$ cat src/rtl/bpsk_frame_ctrl.sv
// BPSK frame sequencer: preamble, sync word, then byte payload, one bit per SYM_LEN clocks.
// Payload bytes arrive over a valid/ready port into a one-byte holding buffer.
module bpsk_frame_ctrl #(
  parameter int unsigned SYM_LEN   = 120,
  parameter int unsigned PRE_BITS  = 32,
  parameter logic [15:0] SYNC_WORD = 16'hA5F0
) (
  input  logic       clk,
  input  logic       rst,
  input  logic       start,
  input  logic [7:0] frame_len,
  input  logic [7:0] data_in,
  input  logic       data_valid,
  output logic       data_ready,
  output logic       bpsk_base_data,
  output logic       tx_active,
  output logic       frame_done,
  output logic       underrun
);

  localparam int unsigned CNT_W  = 16;
  localparam int unsigned BIT_W  = 8;
  localparam int unsigned BYTE_W = 8;
  localparam int unsigned SH_W   = 16;

  typedef enum logic [1:0] {
    IDLE     = 2'd0,
    PREAMBLE = 2'd1,
    SYNC     = 2'd2,
    PAYLOAD  = 2'd3
  } state_t;

  state_t            state, state_d;
  logic [CNT_W-1:0]  sym_cnt, sym_cnt_d;
  logic [BIT_W-1:0]  bit_cnt, bit_cnt_d;
  logic [BYTE_W-1:0] len_q, len_d;
  logic [BYTE_W-1:0] acc_cnt, acc_d;
  logic [BYTE_W-1:0] sent_cnt, sent_d;
  logic [7:0]        buf_q, buf_d;
  logic              buf_full, buf_full_d;
  logic [SH_W-1:0]   shreg, shreg_d;
  logic              bit_d, active_d, done_d, urun_d;
  logic              boundary, handshake, load_req;

  assign boundary   = (sym_cnt == CNT_W'(SYM_LEN - 1));
  assign data_ready = ((state == SYNC) || (state == PAYLOAD)) && !buf_full && (acc_cnt < len_q);
  assign handshake  = data_ready & data_valid;

  // State and datapath registers
  always_ff @(posedge clk or negedge rst) begin
    if (!rst) begin
      state          <= IDLE;
      sym_cnt        <= '0;
      bit_cnt        <= '0;
      len_q          <= '0;
      acc_cnt        <= '0;
      sent_cnt       <= '0;
      buf_q          <= '0;
      buf_full       <= 1'b0;
      shreg          <= '0;
      bpsk_base_data <= 1'b0;
      tx_active      <= 1'b0;
      frame_done     <= 1'b0;
      underrun       <= 1'b0;
    end else begin
      state          <= state_d;
      sym_cnt        <= sym_cnt_d;
      bit_cnt        <= bit_cnt_d;
      len_q          <= len_d;
      acc_cnt        <= acc_d;
      sent_cnt       <= sent_d;
      buf_q          <= buf_d;
      buf_full       <= buf_full_d;
      shreg          <= shreg_d;
      bpsk_base_data <= bit_d;
      tx_active      <= active_d;
      frame_done     <= done_d;
      underrun       <= urun_d;
    end
  end

  // Next-state and output logic
  always_comb begin
    state_d    = state;
    sym_cnt_d  = sym_cnt;
    bit_cnt_d  = bit_cnt;
    len_d      = len_q;
    acc_d      = acc_cnt;
    sent_d     = sent_cnt;
    buf_d      = buf_q;
    buf_full_d = buf_full;
    shreg_d    = shreg;
    bit_d      = bpsk_base_data;
    active_d   = tx_active;
    done_d     = 1'b0;
    urun_d     = underrun;
    load_req   = 1'b0;

    if (state != IDLE) begin
      sym_cnt_d = boundary ? '0 : sym_cnt + CNT_W'(1);
    end

    if (handshake) begin
      buf_d      = data_in;
      buf_full_d = 1'b1;
      acc_d      = acc_cnt + BYTE_W'(1);
    end

    case (state)
      IDLE: begin
        if (start && (frame_len != '0)) begin
          state_d    = PREAMBLE;
          len_d      = frame_len;
          acc_d      = '0;
          sent_d     = '0;
          buf_full_d = 1'b0;
          sym_cnt_d  = '0;
          bit_cnt_d  = '0;
          bit_d      = 1'b1;
          active_d   = 1'b1;
          urun_d     = 1'b0;
        end
      end

      PREAMBLE: begin
        if (boundary) begin
          if (bit_cnt == BIT_W'(PRE_BITS - 1)) begin
            state_d   = SYNC;
            bit_cnt_d = '0;
            shreg_d   = SYNC_WORD;
            bit_d     = SYNC_WORD[15];
          end else begin
            // Next bit index is even (a 1) exactly when the current index is odd
            bit_cnt_d = bit_cnt + BIT_W'(1);
            bit_d     = bit_cnt[0];
          end
        end
      end

      SYNC: begin
        if (boundary) begin
          if (bit_cnt == BIT_W'(15)) begin
            load_req = 1'b1;
          end else begin
            bit_cnt_d = bit_cnt + BIT_W'(1);
            shreg_d   = {shreg[SH_W-2:0], 1'b0};
            bit_d     = shreg[SH_W-2];
          end
        end
      end

      PAYLOAD: begin
        if (boundary) begin
          if (bit_cnt == BIT_W'(7)) begin
            if (sent_cnt == len_q) begin
              state_d  = IDLE;
              bit_d    = 1'b0;
              active_d = 1'b0;
              done_d   = 1'b1;
            end else begin
              load_req = 1'b1;
            end
          end else begin
            bit_cnt_d = bit_cnt + BIT_W'(1);
            shreg_d   = {shreg[SH_W-2:0], 1'b0};
            bit_d     = shreg[SH_W-2];
          end
        end
      end

      default: state_d = IDLE;
    endcase

    // Byte boundary: only a byte already held before this edge can be sent
    if (load_req) begin
      if (buf_full) begin
        state_d    = PAYLOAD;
        bit_cnt_d  = '0;
        shreg_d    = {buf_q, 8'h00};
        bit_d      = buf_q[7];
        buf_full_d = 1'b0;
        sent_d     = sent_cnt + BYTE_W'(1);
      end else begin
        state_d   = IDLE;
        sym_cnt_d = '0;
        bit_d     = 1'b0;
        active_d  = 1'b0;
        urun_d    = 1'b1;
      end
    end
  end

endmodule

$ cat config.mk
export PLATFORM = sky130hd
export DESIGN_NAME = bpsk_frame_ctrl
export DESIGN_NICKNAME = d
export VERILOG_FILES = /design/src/rtl/bpsk_frame_ctrl.sv
export SDC_FILE = /design/constraint.sdc
export NUM_CORES = 1
export LEC_CHECK = 0
export CORE_ASPECT_RATIO = 1.4
export CORE_MARGIN = 3
export CORE_UTILIZATION = 25
export CTS_BUF_LIST = sky130_fd_sc_hd__clkbuf_8
export DETAILED_ROUTE_END_ITERATION = 10
export PLACE_DENSITY = 0.45
export SETUP_SLACK_MARGIN = 0.05
export SLEW_MARGIN = 20
export SYNTH_ARGS = -nofsm -noshare
export SYNTH_HDL_FRONTEND = slang
export SYNTH_SLANG_ARGS = --single-unit
$ cat constraint.sdc
create_clock -name clk -period 5.4 [get_ports clk]
set_clock_uncertainty 0.2 [all_clocks]
set_input_delay 1.62 -clock clk [delete_from_list [all_inputs] [get_ports clk]]
set_output_delay 1.62 -clock clk [all_outputs]
set_load 0.02 [all_outputs]
==> After elaboration in Yosys (flattened, before gate mapping) <==
Cells that the tools add are included.
{ "word_totals": {"output_inout_bits": 5, "regBits": 79, "wordCells": 126, "inputBits": 20} }
{ "op_classes": {"n_lt_le_gt_ge": 1, "bitwise": 1, "mux": 78, "n_addsub": 4, "eq_ne": 17, "n_reduce_logical": 12} }
{ "op_table": {"columns": ["op", "count"], "rows": [
  ["$mux W16", 14],
  ["$mux W8", 16],
  ["$pmux W16 S3", 1],
  ["$mux W1", 34],
  ["$pmux W8 S4", 1],
  ["$add A8 B1 Y8 const B", 3],
  ["$ne A3 B3 Y1 const B", 6],
  ["$add A16 B1 Y16 const B", 1],
  ["$eq A16 B7 Y1 const B", 1],
  ["$mux W2", 8],
  ["$eq A8 B3 Y1 const B", 1],
  ["$eq A8 B4 Y1 const B", 1],
  ["$eq A8 B5 Y1 const B", 1],
  ["$eq A8 B8 Y1", 1],
  ["$lt A8 B8 Y1", 1],
  ["$reduce_bool A8 Y1", 1],
  ["$reduce_and A7 Y1", 1],
  ["$ne A3 B2 Y1 const B", 2],
  ["$pmux W2 S3", 1],
  ["$reduce_and A6 Y1", 1],
  ["$eq A2 B2 Y1 const B", 2],
  ["$ne A4 B3 Y1 const B", 1],
  ["$pmux W1 S2", 2],
  ["$pmux W1 S4", 1],
  ["9 further kinds", 11]
]} }

==> Depth between registers and ports, before layout <==
Gate-level depths: netlist of the first run.
{ "depth": {"depth_word": 10, "depth_mapped": 10} }

==> Worst setup path before layout of the first run <==
Ideal clock, no wire load.
{ "synth_timing": {"kind": "input to register", "startpoint": "in frame_len[5]", "endpoint": "reg bpsk_base_data", "setup_ns": 0.131, "cell_stages": 6, "path_buffers": 0, "t_arrival_ns": 3.198, "path_slack_ns": 1.871, "cell_sequence": "or4_1 > o21ai_1 > nand2_1 > a311o_1 > a311oi_1 > a211oi_1"} }
{ "synth_between": {"elab_chain_cells": 4} }
{ "synth_lines": {"columns": ["element", "line_no", "text"], "rows": [
  ["from (decl)", "11", "input logic [7:0] frame_len,"],
  ["$reduce_bool A8 Y1", "111", "if (start && (frame_len != '0)) begin"],
  ["$logic_and A1 B1 Y1", "111", null],
  ["$ne A3 B3 Y1 (no line)", null, null],
  ["$reduce_and A6 Y1 (no line)", null, null],
  ["to (signal assigned)", "75", "bpsk_base_data <= bit_d;"],
  ["to (decl)", "15", "output logic bpsk_base_data,"]
]} }
Every way passes these cells.
A chain may end at the register's enable or synchronous reset.

==> Worst setup path in the final report of the first run <==
{ "layout_timing": {"startpoint": "reg state[0]", "endpoint": "out data_ready"} }
{ "layout_between": {"elab_chain_cells": 4} }
{ "layout_lines": {"columns": ["element", "line_no", "text"], "rows": [
  ["from (decl)", "33", "state_t state, state_d;"],
  ["from (signal assigned)", "66", "state <= state_d;"],
  ["$eq A2 B2 Y1", "46", "assign data_ready = ((state == SYNC) || (state == PAYLOAD)) && !buf_full && (acc_cnt < len_q);"],
  ["$logic_or A1 B1 Y1 (*)", "46", null],
  ["$logic_and A1 B1 Y1 (*) (2 in a row)", "46", null],
  ["to (decl)", "14", "output logic data_ready,"]
]} }
Every way passes the cells marked *; elsewhere a longest branch is shown, timed or not.

==> results of run 1 <==
==> worst reg2reg max path: cells and delay by family, from the launching register on <==
| family | cells | cell delay, ns |
|---|---|---|
| AO/OA/AOI/OAI | 3 | 1.47 |
| AND/OR/NAND/NOR | 3 | 1.02 |
| flip-flops | 1 | 0.45 |
==> stage by stage <==
step           setup WS [ns]  utilization
6_report              0.8999       0.2958
5_1_grt               0.6874       0.2958
4_1_cts               0.8335       0.2956
3_5_place_dp           1.156       0.2834
3_3_place_gp           1.191       0.2834
2_1_floorplan          1.871            -
==> worst max-delay path by stage <==
stage / slack [ns] / start / depth (start not counted) / end
final: 0.90 / state[0] / 6 / data_ready
after global routing: 0.69 / state[1] / 6 / data_ready
after CTS: 0.83 / state[0] / 6 / data_ready
after detailed placement: 1.16 / frame_len[1] / 7 / bpsk_base_data
after global placement: 1.19 / frame_len[1] / 7 / bpsk_base_data
after floorplan: 1.87 / frame_len[5] / 6 / bpsk_base_data
==> cell families (layout without fill, tap and decap cells) <==
group | count (synthesis) | in the layout
xor gates and xnor gates | 29 | 29
and+or+nand+nor | 195 | 195
DFF | 78 | 78
AOI/OAI and AO/OA | 113 | 113
adders and majority gates | 15 | 15
muxes | 14 | 14
buffers and inverters | 34 | 58
==> synthesized netlist by cell type (6+ instances only) <==
cell type and instances:
a211oi_1 8, a21oi_1 21, a22oi_1 6, and3_1 7
buf_2 8, clkbuf_1 10, dfrtp_1 78, ha_1 15
inv_1 14, mux2_2 9, nand2_1 48, nand3_1 23
nand4_1 7, nor2_1 56, nor2_2 10, nor3_1 11
o21ai_0 29, xnor2_1 10, xor2_1 19
==> registers in the layout, summed over array words and instances (netlist names) <==
register	cells
acc_cnt	8
state	2
len_q	8
underrun	1
sent_cnt	8
frame_done	1
bit_cnt	8
buf_q	8
buf_full	1
bpsk_base_data	1
shreg	15
tx_active	1
sym_cnt	16
==> power breakdown <==
group          internal, mW  total, mW  switching, mW
logic                 0.115      0.231          0.116
registers             0.664      0.746         0.0826
clock network         0.258      0.487          0.229
==> layout make-up <==
class                           count  area [µm²]
Clock inverter                      6       87.58
Inverter                           15       56.30
Multi-Input combinational cell    366        2361
Fill cell                        1875       12250
Clock buffer                        9       123.9
Timing Repair Buffer               28       271.5
Sequential cell                    78        1952
Tap cell                          236       295.3
==> routing by layer <==
metal,part of all wire,up-vias,track usage
met5,0,-,0
met4,0.016,0,0.04481
met3,0.035,11,0.01653
met2,0.53,71,0.2323
met1,0.42,1745,0.1381
li1,-,1747,-
==> flow_metrics.tcl, run 1 <==
set metrics [dict create \
    start_util 0.2562 \
    final_antenna_net_count 0 \
    status "finished clean" \
    crit_buf_inv 2 \
    p_leak_nw 2.164 \
    period_share 0.8334 \
    rrSetupSlack_ns 2.14 \
    ys_seq_area_frac 0.4378 \
    hold_viol 0 \
    synth_top_family_by_area "simple AND/OR/NAND/NOR gates" \
    globalplace.congestion 0.8456 \
    synth_fa_ha_area_frac 0.04210 \
    critPathLaunchType "flop" \
    synth_compound_area_frac 0.1743 \
    diodes 0 \
    postSynthAreaPerCell_um2 9.326 \
    insertion_delay_ns 0.36 \
    total_power_mw 1.464 \
    yosys.area_share.simple 0.2220 \
    async_reset_ff_frac 1.000 \
    synthMuxAreaShare 0.03424 \
    cts_tree "built" \
    yosysTopAreaCell "dfrtp_1" \
    critPathCaptureType "primary output" \
    cts.clk_slew.worst_paths_ns 0.08 \
    antenna_found_initial 0 \
    cts.sinks 78 \
    hp-class "reg -> reg" \
    num_vias 3574 \
    drt_iter0_markers 164 \
    grt_setup_unrepaired "no" \
    cts_setup_buffers 0 \
    io_pins 25 \
    grt_max_degree 79 \
    die_height_um 164.0 \
    fmax_mhz 222.2 \
    drive_gt1_frac 0.1116 \
    ys_types 65 \
    finalSetupTns_ns 0 \
    hold_path_end "underrun" \
    cp.required_ns 3.58 \
    wire_per_inst_um 15.81 \
    clock_path_buffers 2 \
    syn_nets 513 \
    drc 0 \
    power.density_mw_per_mm2 284.4 \
    grt_pass1_vias 3709 \
    grt_usage 0.1221 \
    crit_slowest_cell "clkdlybuf4s50_1" \
    cts_inserted_buffers 9 \
    crit_type "reg -> out" \
    core-area_mm2 0.01740 \
    hold_ws_ns 0.2942 \
    synth_ff_type "dfrtp_1" \
    synthTopCellsByArea "dfrtp_1 44%, nor2_1 4.7%, ha_1 4.2%" \
    final_common_cell "dfrtp_1" \
    syn2layout_area_growth_pct 15.46 \
    synth_warnings 0 \
    grt_pass1_wl_um 19090 \
    vias_per_cell 4.843 \
    routed_wl_um 11670 \
    post_cts_resized 0 \
    r2r_cells 6 \
    path_cells "ha_1, inv_2, a211oi_1, o21ai_0, a21oi_1, clkdlybuf4s50_1" \
    worstPathMaxFanout 9 \
    synth_seq_cells 78 \
    fp.dieW_um 118.9 \
    holdCritStartpoint "underrun" \
    slew_headroom 0.3227 \
    synthCells 478 \
    nets 533 \
    place_hpwl_um 8455 \
    r2r_start "bit_cnt[5]" \
    port_buffers 24 \
    arrival_ns 2.68 \
    mostFrequentLayoutCells "78 x dfrtp_1, 56 x nor2_1, 48 x nand2_1, 29 x o21ai_0" \
    drt_first_pass_iters 4 \
    whs_path_depth 1 \
    slowest_delay_ns 0.63 \
    dp_cells 723 \
    grt-ovfl-total 0 \
    dieArea_mm2 0.01949 \
    synth_edf_count 0 \
    cts_hold_buffers 0 \
    place_area_mm2 0.004932 \
    stdcell_count 738 \
    ir_drop_v 0.0001742 \
    finish.instance_area_mm2 0.005147 \
    synth_xor_area_frac 0.05697 \
    fin_crit_ns 4.500 \
    core.rowCount 57 \
    r2r_end "sent_cnt[3]" \
    report.final.slew_viol_count 0 \
    htreeDepth 3 \
    tightest_slew_ns 1.016 \
    crit_family "buffers and inverters" \
    max_cap_violations 0 \
    syn-cell-area_mm2 0.004458 \
    setup_viol 0 \
    cts_root_buf "clkbuf_8" \
    synth_top_area_frac 0.4378 \
]
Note: power is estimated with default switching activity, not from simulation.
==> run 2: changes to the inputs <==
PLACE_DENSITY = 0.46   (was 0.45)
clock period = 3.96 ns   (was 5.4 ns; I/O delays follow)
==> flow_metrics.tcl, run 2 (synthesis results as in run 1) <==
set metrics [dict create \
    status "finished clean" \
    vias_per_cell 4.906 \
    fin_util 0.2970 \
    die_height_um 164.0 \
    hold_viol 0 \
    grt_pass1_wl_um 19320 \
    grt_setup_unrepaired "no" \
    port_buffers 24 \
    reg.largest.list "sym_cnt x16, shreg x15" \
    cts_root_buf "clkbuf_8" \
    path_cells "inv_1, ha_1, a21o_1, a211o_1, a21oi_1, dlymetal6s2s_1" \
    htreeDepth 3 \
    grt-ovfl-total 0 \
    cts_inserted_buffers 9 \
    insertion_delay_ns 0.36 \
    drt_iter0_markers 207 \
    report.final.slew_viol_count 0 \
    core.rowCount 57 \
    drc 0 \
    antenna_found_initial 0 \
    cp.required_ns 2.57 \
    setup_viol 0 \
    worstPathMaxFanout 5 \
    hold_ws_ns 0.2865 \
    core-area_mm2 0.01740 \
    p_leak_nw 2.194 \
    critPathCaptureType "primary output" \
    final_common_cell "dfrtp_1" \
    routed_wl_um 11600 \
    cts.clk_slew.worst_paths_ns 0.09 \
    finalSetupTns_ns 0 \
    crit_type "reg -> out" \
    cts_hold_buffers 0 \
    crit_slowest_cell "dfrtp_1" \
    ir_drop_v 0.0002000 \
    num_vias 3655 \
    fmax_mhz 291.4 \
    diodes 0 \
    slew_headroom 0.4585 \
    grt_max_degree 79 \
    cts.sinks 78 \
    max_cap_violations 0 \
    drive_gt1_frac 0.1257 \
    period_share 0.8666 \
    critPathLaunchType "flop" \
    top_register "sym_cnt" \
    final_antenna_net_count 0 \
    wire_per_inst_um 15.57 \
    nets 539 \
    syn2layout_area_growth_pct 15.91 \
    hp-class "reg -> reg" \
    fin_crit_ns 3.432 \
    io_pins 25 \
    fp.dieW_um 118.9 \
    slowest_delay_ns 0.37 \
    grt_usage 0.1220 \
    cts_tree "built" \
    start_util 0.2562 \
    arrival_ns 2.04 \
    grt_pass1_vias 3751 \
    globalplace.congestion 0.8736 \
    dieArea_mm2 0.01949 \
    power.density_mw_per_mm2 367.1 \
    mostFrequentLayoutCells "78 x dfrtp_1, 56 x nor2_1, 48 x nand2_1, 29 x o21ai_0, 23 x nand3_1" \
    place_hpwl_um 8522 \
    largest_register_ffs 16 \
    clock_path_buffers 2 \
    tightest_slew_ns 0.8099 \
    drt_first_pass_iters 4 \
]
[run 2: changes by cell type in the layout (fill, tap and decap cells not counted)]
cell             change
a211oi_2             +1
a211oi_1             -1
buf_4                +6
clkinv_4             -1
inv_6                +2
inv_8                +1
clkdlybuf4s50_1      -1
dlymetal6s2s_1       +1
bufinv_16            -2
clkinvlp_4           +1
[run 2: layout make-up]
type / instances / area (µm²)
inverters: 15 / 56.30
multi-input cells: 366 / 2366
clock inverters: 7 / 55.05
repair buffers: 34 / 319.1
clock buffers: 9 / 123.9
flip-flops and latches: 78 / 1952
well taps: 236 / 295.3
fillers: 1885 / 12230
[run 2: where the power goes]
| group | switching [mW] | internal [mW] | total, mW |
|---|---|---|---|
| logic | 0.156 | 0.158 | 0.314 |
| clock network | 0.330 | 0.235 | 0.565 |
| registers | 0.112 | 0.905 | 1.02 |
| total | 0.599 | 1.30 | 1.90 |
[run 2: repair_timing]
action                     in CTS  in global routing
resized for setup               1                  1
buffers inserted                0                  0
setup endpoints to repair       1                  1
[run 2: worst max-delay path: cells and delay by family, from the launching register on]
family          cells  cell delay [ns]
fa+ha+maj           1             0.29
flops               1             0.37
compound gates      3             0.70
buf+inv             2             0.31
[run 2: routing by layer]
| metal | vias up | GRT usage | wire length, µm |
|---|---|---|---|
| met1 | 1793 | 0.1441 | 4863 |
| li1 | 1765 | - | - |
| met3 | 14 | 0.01826 | 388 |
| met5 | - | 0 | 0 |
| met4 | 0 | 0.04217 | 206 |
| met2 | 83 | 0.2246 | 6139 |
[run 2: per-stage QoR]
step | power, mW | cell area [µm²] | setup slack (ns) | cells
after global placement | 1.336 | 4977 | 0.3580 | 729
after detailed placement | 1.352 | 4977 | 0.2974 | 729
after CTS | 1.932 | 5161 | 0.1005 | 745
after floorplan | 1.238 | 4458 | 0.8630 | 478
final | 1.897 | 5167 | 0.5282 | 745
after global routing | 2.022 | 5167 | 0.3462 | 745
[run 2: final timing paths]
kind,slack (ns),cells after the start,from,to
worst max-delay path,0.53,6,len_q[1],data_ready
worst min-delay path,0.29,1,underrun,underrun
worst max register to register,1.05,6,sym_cnt[9],shreg[9]
worst min register to register,0.29,1,underrun,underrun
max in group asynchronous,2.36,1,rst,sym_cnt[15]
min in group asynchronous,0.67,1,rst,bit_cnt[5]
